**config.mk**
```make
export PLATFORM = sky130hd
export DESIGN_NAME = s349_mult_seq_flat
export DESIGN_NICKNAME = d
export VERILOG_FILES = /design/src/rtl/s349_pkg.sv /design/src/rtl/s349_mult_seq_if.sv /design/src/rtl/s349_mult_dp.sv /design/src/rtl/s349_mult_seq.sv /design/src/flat_wrapper.sv
export SDC_FILE = /design/constraint.sdc
export NUM_CORES = 1
export LEC_CHECK = 0
export ABC_AREA = 1
export CAP_MARGIN = 30
export CORE_MARGIN = 3
export CORE_UTILIZATION = 30
export DETAILED_ROUTE_END_ITERATION = 7
export GPL_TIMING_DRIVEN = 0
export PLACE_DENSITY = 0.63
export SETUP_SLACK_MARGIN = 0.2
export SYNTH_ARGS = -nofsm -noshare
export SYNTH_HDL_FRONTEND = slang
export SYNTH_SLANG_ARGS = --single-unit
```
**constraint.sdc**
```tcl
create_clock -name ck -period 2.11 [get_ports ck]
set_input_delay 0.422 -clock ck [delete_from_list [all_inputs] [get_ports ck]]
set_output_delay 0.422 -clock ck [all_outputs]
set_load 0.1 [all_outputs]
```
**src/rtl/s349_pkg.sv**
```systemverilog
// Shared definitions for the s349 sequential multiplier family.
// Contents:
//   state_t       - controller state encoding (IDLE / RUN)
//   DEFAULT_WIDTH - default operand width
//   ct_w()        - width of the iteration counter for a given operand width
package s349_pkg;

  typedef enum logic {
    IDLE = 1'b0,
    RUN  = 1'b1
  } state_t;

  localparam int DEFAULT_WIDTH = 4;

  // The counter must be able to represent 0..WIDTH, so it is clog2(WIDTH+1) bits.
  function automatic int ct_w(input int width);
    return $clog2(width + 1);
  endfunction

endpackage

```
**src/rtl/s349_mult_seq_if.sv**
```systemverilog
// Operand/result bundle for s349_mult_seq.
// Signals:
//   start - start request (master -> slave)
//   ax    - multiplicand, WIDTH bits (master -> slave)
//   bx    - multiplier, WIDTH bits (master -> slave)
//   ready - idle and able to accept start (slave -> master)
//   done  - one-cycle pulse, p has just been updated (slave -> master)
//   p     - product register, 2*WIDTH bits (slave -> master)
//   ct    - current iteration count (slave -> master)
interface s349_mult_seq_if
  import s349_pkg::*;
#(
  parameter int WIDTH = DEFAULT_WIDTH
) ();

  localparam int CW = ct_w(WIDTH);

  logic                 start;
  logic [WIDTH-1:0]     ax;
  logic [WIDTH-1:0]     bx;
  logic                 ready;
  logic                 done;
  logic [2*WIDTH-1:0]   p;
  logic [CW-1:0]        ct;

  modport master (
    output start, ax, bx,
    input  ready, done, p, ct
  );

  modport slave (
    input  start, ax, bx,
    output ready, done, p, ct
  );

endinterface

```
**src/rtl/s349_mult_dp.sv**
```systemverilog
// Shift-add datapath: multiplicand, accumulator and multiplier registers plus
// the adder/shifter for one iteration.
// Ports:
//   ck        - rising-edge clock
//   reset_n   - asynchronous active-low reset, clears all registers
//   load      - capture ax/bx, clear the accumulator
//   step      - perform one shift-add iteration
//   ax, bx    - operands (WIDTH bits)
//   prod_next - {acc, mr} as it will be after the current iteration (2*WIDTH bits)
module s349_mult_dp #(
  parameter int WIDTH = 4
) (
  input  logic               ck,
  input  logic               reset_n,
  input  logic               load,
  input  logic               step,
  input  logic [WIDTH-1:0]   ax,
  input  logic [WIDTH-1:0]   bx,
  output logic [2*WIDTH-1:0] prod_next
);

  logic [WIDTH-1:0] mcand_reg;
  logic [WIDTH-1:0] acc_reg;
  logic [WIDTH-1:0] mr_reg;

  logic [WIDTH:0]   sum;
  logic [WIDTH-1:0] acc_next;
  logic [WIDTH-1:0] mr_next;

  // The extra sum bit keeps the carry; after the right shift it becomes the
  // accumulator MSB, and the accumulator LSB slides into the multiplier MSB.
  assign sum       = {1'b0, acc_reg} + (mr_reg[0] ? {1'b0, mcand_reg} : '0);
  assign acc_next  = sum[WIDTH:1];
  assign mr_next   = {sum[0], mr_reg[WIDTH-1:1]};
  assign prod_next = {acc_next, mr_next};

  always_ff @(posedge ck or negedge reset_n) begin
    if (!reset_n) begin
      mcand_reg <= '0;
      acc_reg   <= '0;
      mr_reg    <= '0;
    end else if (load) begin
      mcand_reg <= ax;
      acc_reg   <= '0;
      mr_reg    <= bx;
    end else if (step) begin
      acc_reg   <= acc_next;
      mr_reg    <= mr_next;
    end
  end

endmodule

```
**src/rtl/s349_mult_seq.sv**
```systemverilog
// Sequential unsigned shift-add multiplier: WIDTH x WIDTH -> 2*WIDTH product
// in WIDTH iterations, with a start/ready/done handshake.
// Ports:
//   ck      - rising-edge clock
//   reset_n - asynchronous active-low reset
//   bus     - s349_mult_seq_if slave: start, ax, bx in; ready, done, p, ct out
module s349_mult_seq
  import s349_pkg::*;
#(
  parameter int WIDTH = DEFAULT_WIDTH
) (
  input  logic            ck,
  input  logic            reset_n,
  s349_mult_seq_if.slave  bus
);

  localparam int CW = ct_w(WIDTH);
  localparam logic [CW-1:0] CT_LAST = CW'(WIDTH - 1);

  state_t             state_reg;
  logic [CW-1:0]      ct_reg;
  logic [2*WIDTH-1:0] p_reg;
  logic               done_reg;

  logic               load;
  logic               step;
  logic [2*WIDTH-1:0] prod_next;

  // Start is only honoured when idle; requests during RUN are dropped.
  assign load = (state_reg == IDLE) && bus.start;
  assign step = (state_reg == RUN);

  s349_mult_dp #(
    .WIDTH(WIDTH)
  ) u_dp (
    .ck        (ck),
    .reset_n   (reset_n),
    .load      (load),
    .step      (step),
    .ax        (bus.ax),
    .bx        (bus.bx),
    .prod_next (prod_next)
  );

  always_ff @(posedge ck or negedge reset_n) begin
    if (!reset_n) begin
      state_reg <= IDLE;
      ct_reg    <= '0;
      p_reg     <= '0;
      done_reg  <= 1'b0;
    end else begin
      done_reg <= 1'b0;
      case (state_reg)
        IDLE: begin
          if (bus.start) begin
            ct_reg    <= '0;
            state_reg <= RUN;
          end
        end
        RUN: begin
          if (ct_reg == CT_LAST) begin
            // Final iteration: the shifted value is the complete product.
            p_reg     <= prod_next;
            done_reg  <= 1'b1;
            ct_reg    <= '0;
            state_reg <= IDLE;
          end else begin
            ct_reg <= ct_reg + 1'b1;
          end
        end
        default: begin
          state_reg <= IDLE;
          ct_reg    <= '0;
        end
      endcase
    end
  end

  assign bus.ready = (state_reg == IDLE);
  assign bus.done  = done_reg;
  assign bus.p     = p_reg;
  assign bus.ct    = ct_reg;

endmodule
```
**src/flat_wrapper.sv**
```systemverilog
// flat-port wrapper written by rule: the top's interface ports become plain ports
module s349_mult_seq_flat import s349_pkg::*;
#(
  parameter int WIDTH = DEFAULT_WIDTH
)
  (ck, reset_n, bus_start, bus_ax, bus_bx, bus_ready, bus_done, bus_p, bus_ct);
  s349_mult_seq_if #(.WIDTH(WIDTH)) bus_i ();
  input  logic ck;
  input  logic reset_n;
  input wire logic [$bits(bus_i.start)-1:0] bus_start;
  input wire logic [$bits(bus_i.ax)-1:0] bus_ax;
  input wire logic [$bits(bus_i.bx)-1:0] bus_bx;
  output wire logic [$bits(bus_i.ready)-1:0] bus_ready;
  output wire logic [$bits(bus_i.done)-1:0] bus_done;
  output wire logic [$bits(bus_i.p)-1:0] bus_p;
  output wire logic [$bits(bus_i.ct)-1:0] bus_ct;
  assign bus_i.start = bus_start;
  assign bus_i.ax = bus_ax;
  assign bus_i.bx = bus_bx;
  assign bus_ready = bus_i.ready;
  assign bus_done = bus_i.done;
  assign bus_p = bus_i.p;
  assign bus_ct = bus_i.ct;
  s349_mult_seq #(.WIDTH(WIDTH)) u_core (.ck(ck), .reset_n(reset_n), .bus(bus_i));
endmodule
```
# Yosys cells after proc, flatten, opt, wreduce, memory -nomap -nowiden
# Cells that the tools add are included.
# totals
regBits	25
input_bits	11
output_inout_bits	13
word_cells	28
# classes
addsub	2
eq_ne	2
n_mux	13
bitwise	1
reduce_logical	3
# op_table
op	count
4-bit 2-to-1 mux	5
3-bit 2-to-1 mux	2
3-bit one-hot mux with 2 select lines	1
4-bit by 5-bit adder with 5-bit output	1
1-bit 2-to-1 mux	4
3-bit by 1-bit adder with 3-bit output (second input constant)	1
3-bit by 2-bit == test with 1-bit output (second input constant)	1
2-bit != test (second input constant)	1
1-bit one-hot mux with 2 select lines	1
2-bit AND reduction	1
2-bit nonzero test	1
1-bit logical AND	1
1-bit NOT	1

# Longest topological paths before layout
# depth
depth_word	4
ltp_mapped	10
depth_no_buf	10

# Modules after synthesis
# Synthesis repeated with hierarchy kept, for this count alone.
# unflattened
hier_cells	149
hier_area_um2	1268.7
# modules_own_cells
module	n_inst	cells_per_inst	area_per_inst_um2	seq_area_each_um2
s349_mult_dp	1	90	726.9	300.3
s349_mult_seq	1	59	541.8	325.3

# Worst setup path before layout
# No wires, ideal clock.
# synth_timing
kind	reg-to-reg
from	register u_core.ct_reg[0], in the netlist u_core.bus.ct[0]
to	register u_core.p_reg[5], in the netlist u_core.bus.p[5]
setup_ns	0.124
arrival_ns	1.701
t_required_ns	1.986
slack_ns	0.285
path_stages_with_launch	7
path_buffers	0
period_less_slack_ns	1.825
path_cell_list	dfrtp_1 -> ha_1 -> nand2_4 -> nor2_8 -> inv_4 -> nand2_1 -> o21ai_2
# synth_between
elab_chain_cells	2
# synth_lines
element	line	rtl
start, declared	s349_mult_seq.sv:21	logic [CW-1:0] ct_reg;
start signal, assigned	s349_mult_seq.sv:68	ct_reg <= ct_reg + 1'b1;
3-bit by 2-bit == test with 1-bit output	s349_mult_seq.sv:61	if (ct_reg == CT_LAST) begin
2-bit AND reduction (no source line)	-	
end signal, assigned	s349_mult_seq.sv:63	p_reg <= prod_next;
end, declared	s349_mult_seq.sv:22	logic [2*WIDTH-1:0] p_reg;
# Every way passes these cells.
# A chain may end at the register's enable or synchronous reset.

# Final worst setup path
# layout_timing
from	register u_core.p_reg[4], in the netlist u_core.bus.p[4]
to	output bus_p[4]
# layout_lines
element	line	rtl
end, declared	flat_wrapper.sv:15	output wire logic [$bits(bus_i.p)-1:0] bus_p;
# No word-level cell between the ends.

==> impl_metrics.json <==
{
  "outcome": "finished clean",
  "io_pins": 24,
  "setup_ws_ps": 234,
  "numCtsBuffers": 3,
  "worstPathMaxFanout": 2,
  "critPathSlowestCell": "clkdlybuf4s15_1",
  "critPathLaunch": "u_core.bus.p[4]",
  "antennaDiodeCount": 0,
  "path_clk_slew_ps": 90,
  "critPathKind": "flip-flop to output port",
  "viasPerCell": 4.40,
  "cp-start-kind": "flip-flop",
  "clk_latency_ps": 270,
  "r2r-end": "u_core.u_dp.acc_reg[1]",
  "mostFrequentLayoutCell": "nand2_1",
  "synth-seq-cells": 25,
  "power_density_mw_per_mm2": 1650,
  "fin_cells": 207,
  "combPwrFrac_pct": 57.5,
  "reg2regPathDepth": 7,
  "ctsHtreeMaxLevel": 1,
  "pre_cts_slack_ps": -7.03,
  "arrival_ps": 1450,
  "grt_pass1_wl_microns": 3930,
  "cts.sinks": 25,
  "cts_tree": "built",
  "fin_crit_sh_pct": 88.9,
  "rsz0062_at_grt": "true",
  "grt-ovfl-total": 0,
  "setup_tns_ps": 0,
  "syn_avg_cell_area_sq_um": 9.04,
  "cp.depth": 1,
  "die_h_microns": 68.8,
  "hold_buffers": 0,
  "ir_drop_v": 0.000784,
  "ys_seq_area_share_pct": 52.8,
  "maxSlewViolCount": 0,
  "first_pass_iters": 4,
  "dp_hpwl_microns": 1840,
  "synthToLayoutAreaGrowth_pct": 27.3,
  "drive_gt1_share_pct": 16.4,
  "dp_cells": 203,
  "initial_utilization_pct": 31.7,
  "synthCells": 131,
  "hold_viol_final": 0,
  "antenna_found_initial": 0,
  "reg2reg_slack_ps": 400,
  "die_area_sq_mm": 0.00474,
  "p_sw_w": 0.00137,
  "grt_pass1_vias": 947,
  "wl_microns": 2310,
  "cts_root_buf": "clkbuf_8",
  "grt_max_degree": 17,
  "crit_end": "bus_p[4]",
  "largest_reg_flops": 8,
  "gp_congestion": 0.766,
  "drt_iter0_markers": 29,
  "clock.fmax_mhz": 533,
  "multi_input_area_sq_um": 485,
  "worstPathRequired_ps": 1690,
  "wl_per_cell_microns": 11.1,
  "rows": 22,
  "post-route-drc-count": 0,
  "regArea_sq_um": 626,
  "coreArea_sq_mm": 0.00374,
  "fillCellCount": 386,
  "power.share.clock_pct": 11.3,
  "min_period_ps": 1880,
  "max_stage_delay_ps": 820,
  "worstReg2RegStart": "u_core.u_dp.mr_reg[0]",
  "relSlewSlack_pct": 36.6,
  "postSynthNetCount": 148,
  "io_buffers": 23,
  "layout_common_cells": "54 x nand2_1, 25 x dfrtp_1, 12 x inv_1",
  "ant_nets": 0,
  "finClkSkew_ps": 4.85,
  "setup_viol": 0,
  "worstPathBufferInverterCount": 1,
  "cts_resized": 23,
  "clk_path_buf_depth": 2,
  "cp-end-kind": "output port",
  "path_delay_family": "buffers and inverters",
  "yosysUniqueCellTypes": 20,
  "intPower_w": 0.00112,
  "holdCritPathClass": "input port to async pin",
  "die_w_microns": 68.8,
  "cap_violations": 0,
  "cts_setup_buffers": 0,
  "ys_warn_count": 0,
  "seqPwrFrac_pct": 31.2,
  "syn_area_sq_mm": 0.00118,
  "power.share.switching_pct": 55.0,
  "final_nets": 177,
  "grt.total_usage_pct": 11.4,
  "tightest_slew_ps": 954,
  "power.leakage_nw": 0.803,
  "vias": 911,
  "cp_cell_sequence": "clkdlybuf4s15_1"
}
synthesized netlist by cell type:
| master | instances | area, sq um |
|---|---|---|
| nand3_1 | 11 | 55.1 |
| nand2_2 | 1 | 6.26 |
| a211oi_1 | 1 | 7.51 |
| nand2_1 | 54 | 203 |
| inv_1 | 12 | 45.0 |
| o21ai_2 | 3 | 26.3 |
| xor2_1 | 1 | 8.76 |
| inv_4 | 1 | 6.26 |
| inv_2 | 3 | 11.3 |
| ha_1 | 5 | 62.6 |
| nand2_4 | 1 | 11.3 |
| nor2_1 | 1 | 3.75 |
| fa_1 | 1 | 20.0 |
| o21ai_0 | 1 | 5.00 |
| buf_6 | 1 | 11.3 |
| nor2_8 | 2 | 40.0 |
| o22ai_1 | 1 | 6.26 |
| a21oi_1 | 2 | 10.0 |
| dfrtp_1 | 25 | 626 |
| o21ai_1 | 4 | 20.0 |
power groups by stage:
stage,combinational (W),clock (W),sequential (W)
detailed placement,0.00151,0,0.000788
floorplan,0.000565,0,0.00137
global route,0.00153,0.000310,0.000801
CTS,0.00147,0.000289,0.000779
global placement,0.00148,0,0.000778
finish,0.00143,0.000283,0.000777
per-layer routing:
layer / up-vias / share of wire [%] / global-route usage (%)
met4: 0 / 2.0 / 5.84
met5: - / 0 / 0
li1: 470 / - / -
met1: 417 / 46 / 13.5
met2: 19 / 48 / 19.3
met3: 5 / 4.6 / 2.27
kinds of logic after synthesis:
family	Yosys count	synth area share [%]
AOI/OAI and AO/OA	12	6.34
DFF	25	52.8
and+or+nand+nor	70	26.9
buffers and inverters	17	6.23
adders and majority gates	6	6.97
xor gates and xnor gates	1	0.739
final cells by class:
| type | count | share of cell area [%] |
|---|---|---|
| clock inverters | 1 | 0.332 |
| inverters | 16 | 4.15 |
| flip-flops and latches | 25 | 41.5 |
| repair buffers | 24 | 14.4 |
| well taps | 48 | 3.98 |
| clock buffers | 3 | 2.74 |
| plain buffers | 1 | 0.746 |
| multi-input cells | 89 | 32.2 |
metrics by stage:
stage	area, sq um	hold WS [ps]	util [%]	total power (W)
after floorplan	1180	126	-	0.00193
after global placement	1480	462	39.4	0.00226
after detailed placement	1490	467	39.8	0.00230
after CTS	1530	485	40.9	0.00253
after global routing	1510	491	40.3	0.00264
final	1510	466	40.3	0.00249
how the worst min path moves through the flow:
| stage | endpoint |
|---|---|
| floorplan | u_core.bus.ct[0] |
| global placement | u_core.u_dp.mcand_reg[3] |
| detailed placement | u_core.bus.p[7] |
| CTS | u_core.u_dp.mcand_reg[2] |
| global route | u_core.u_dp.mcand_reg[2] |
| finish | u_core.u_dp.mcand_reg[1] |
Note: power is estimated with default switching activity, not from simulation.
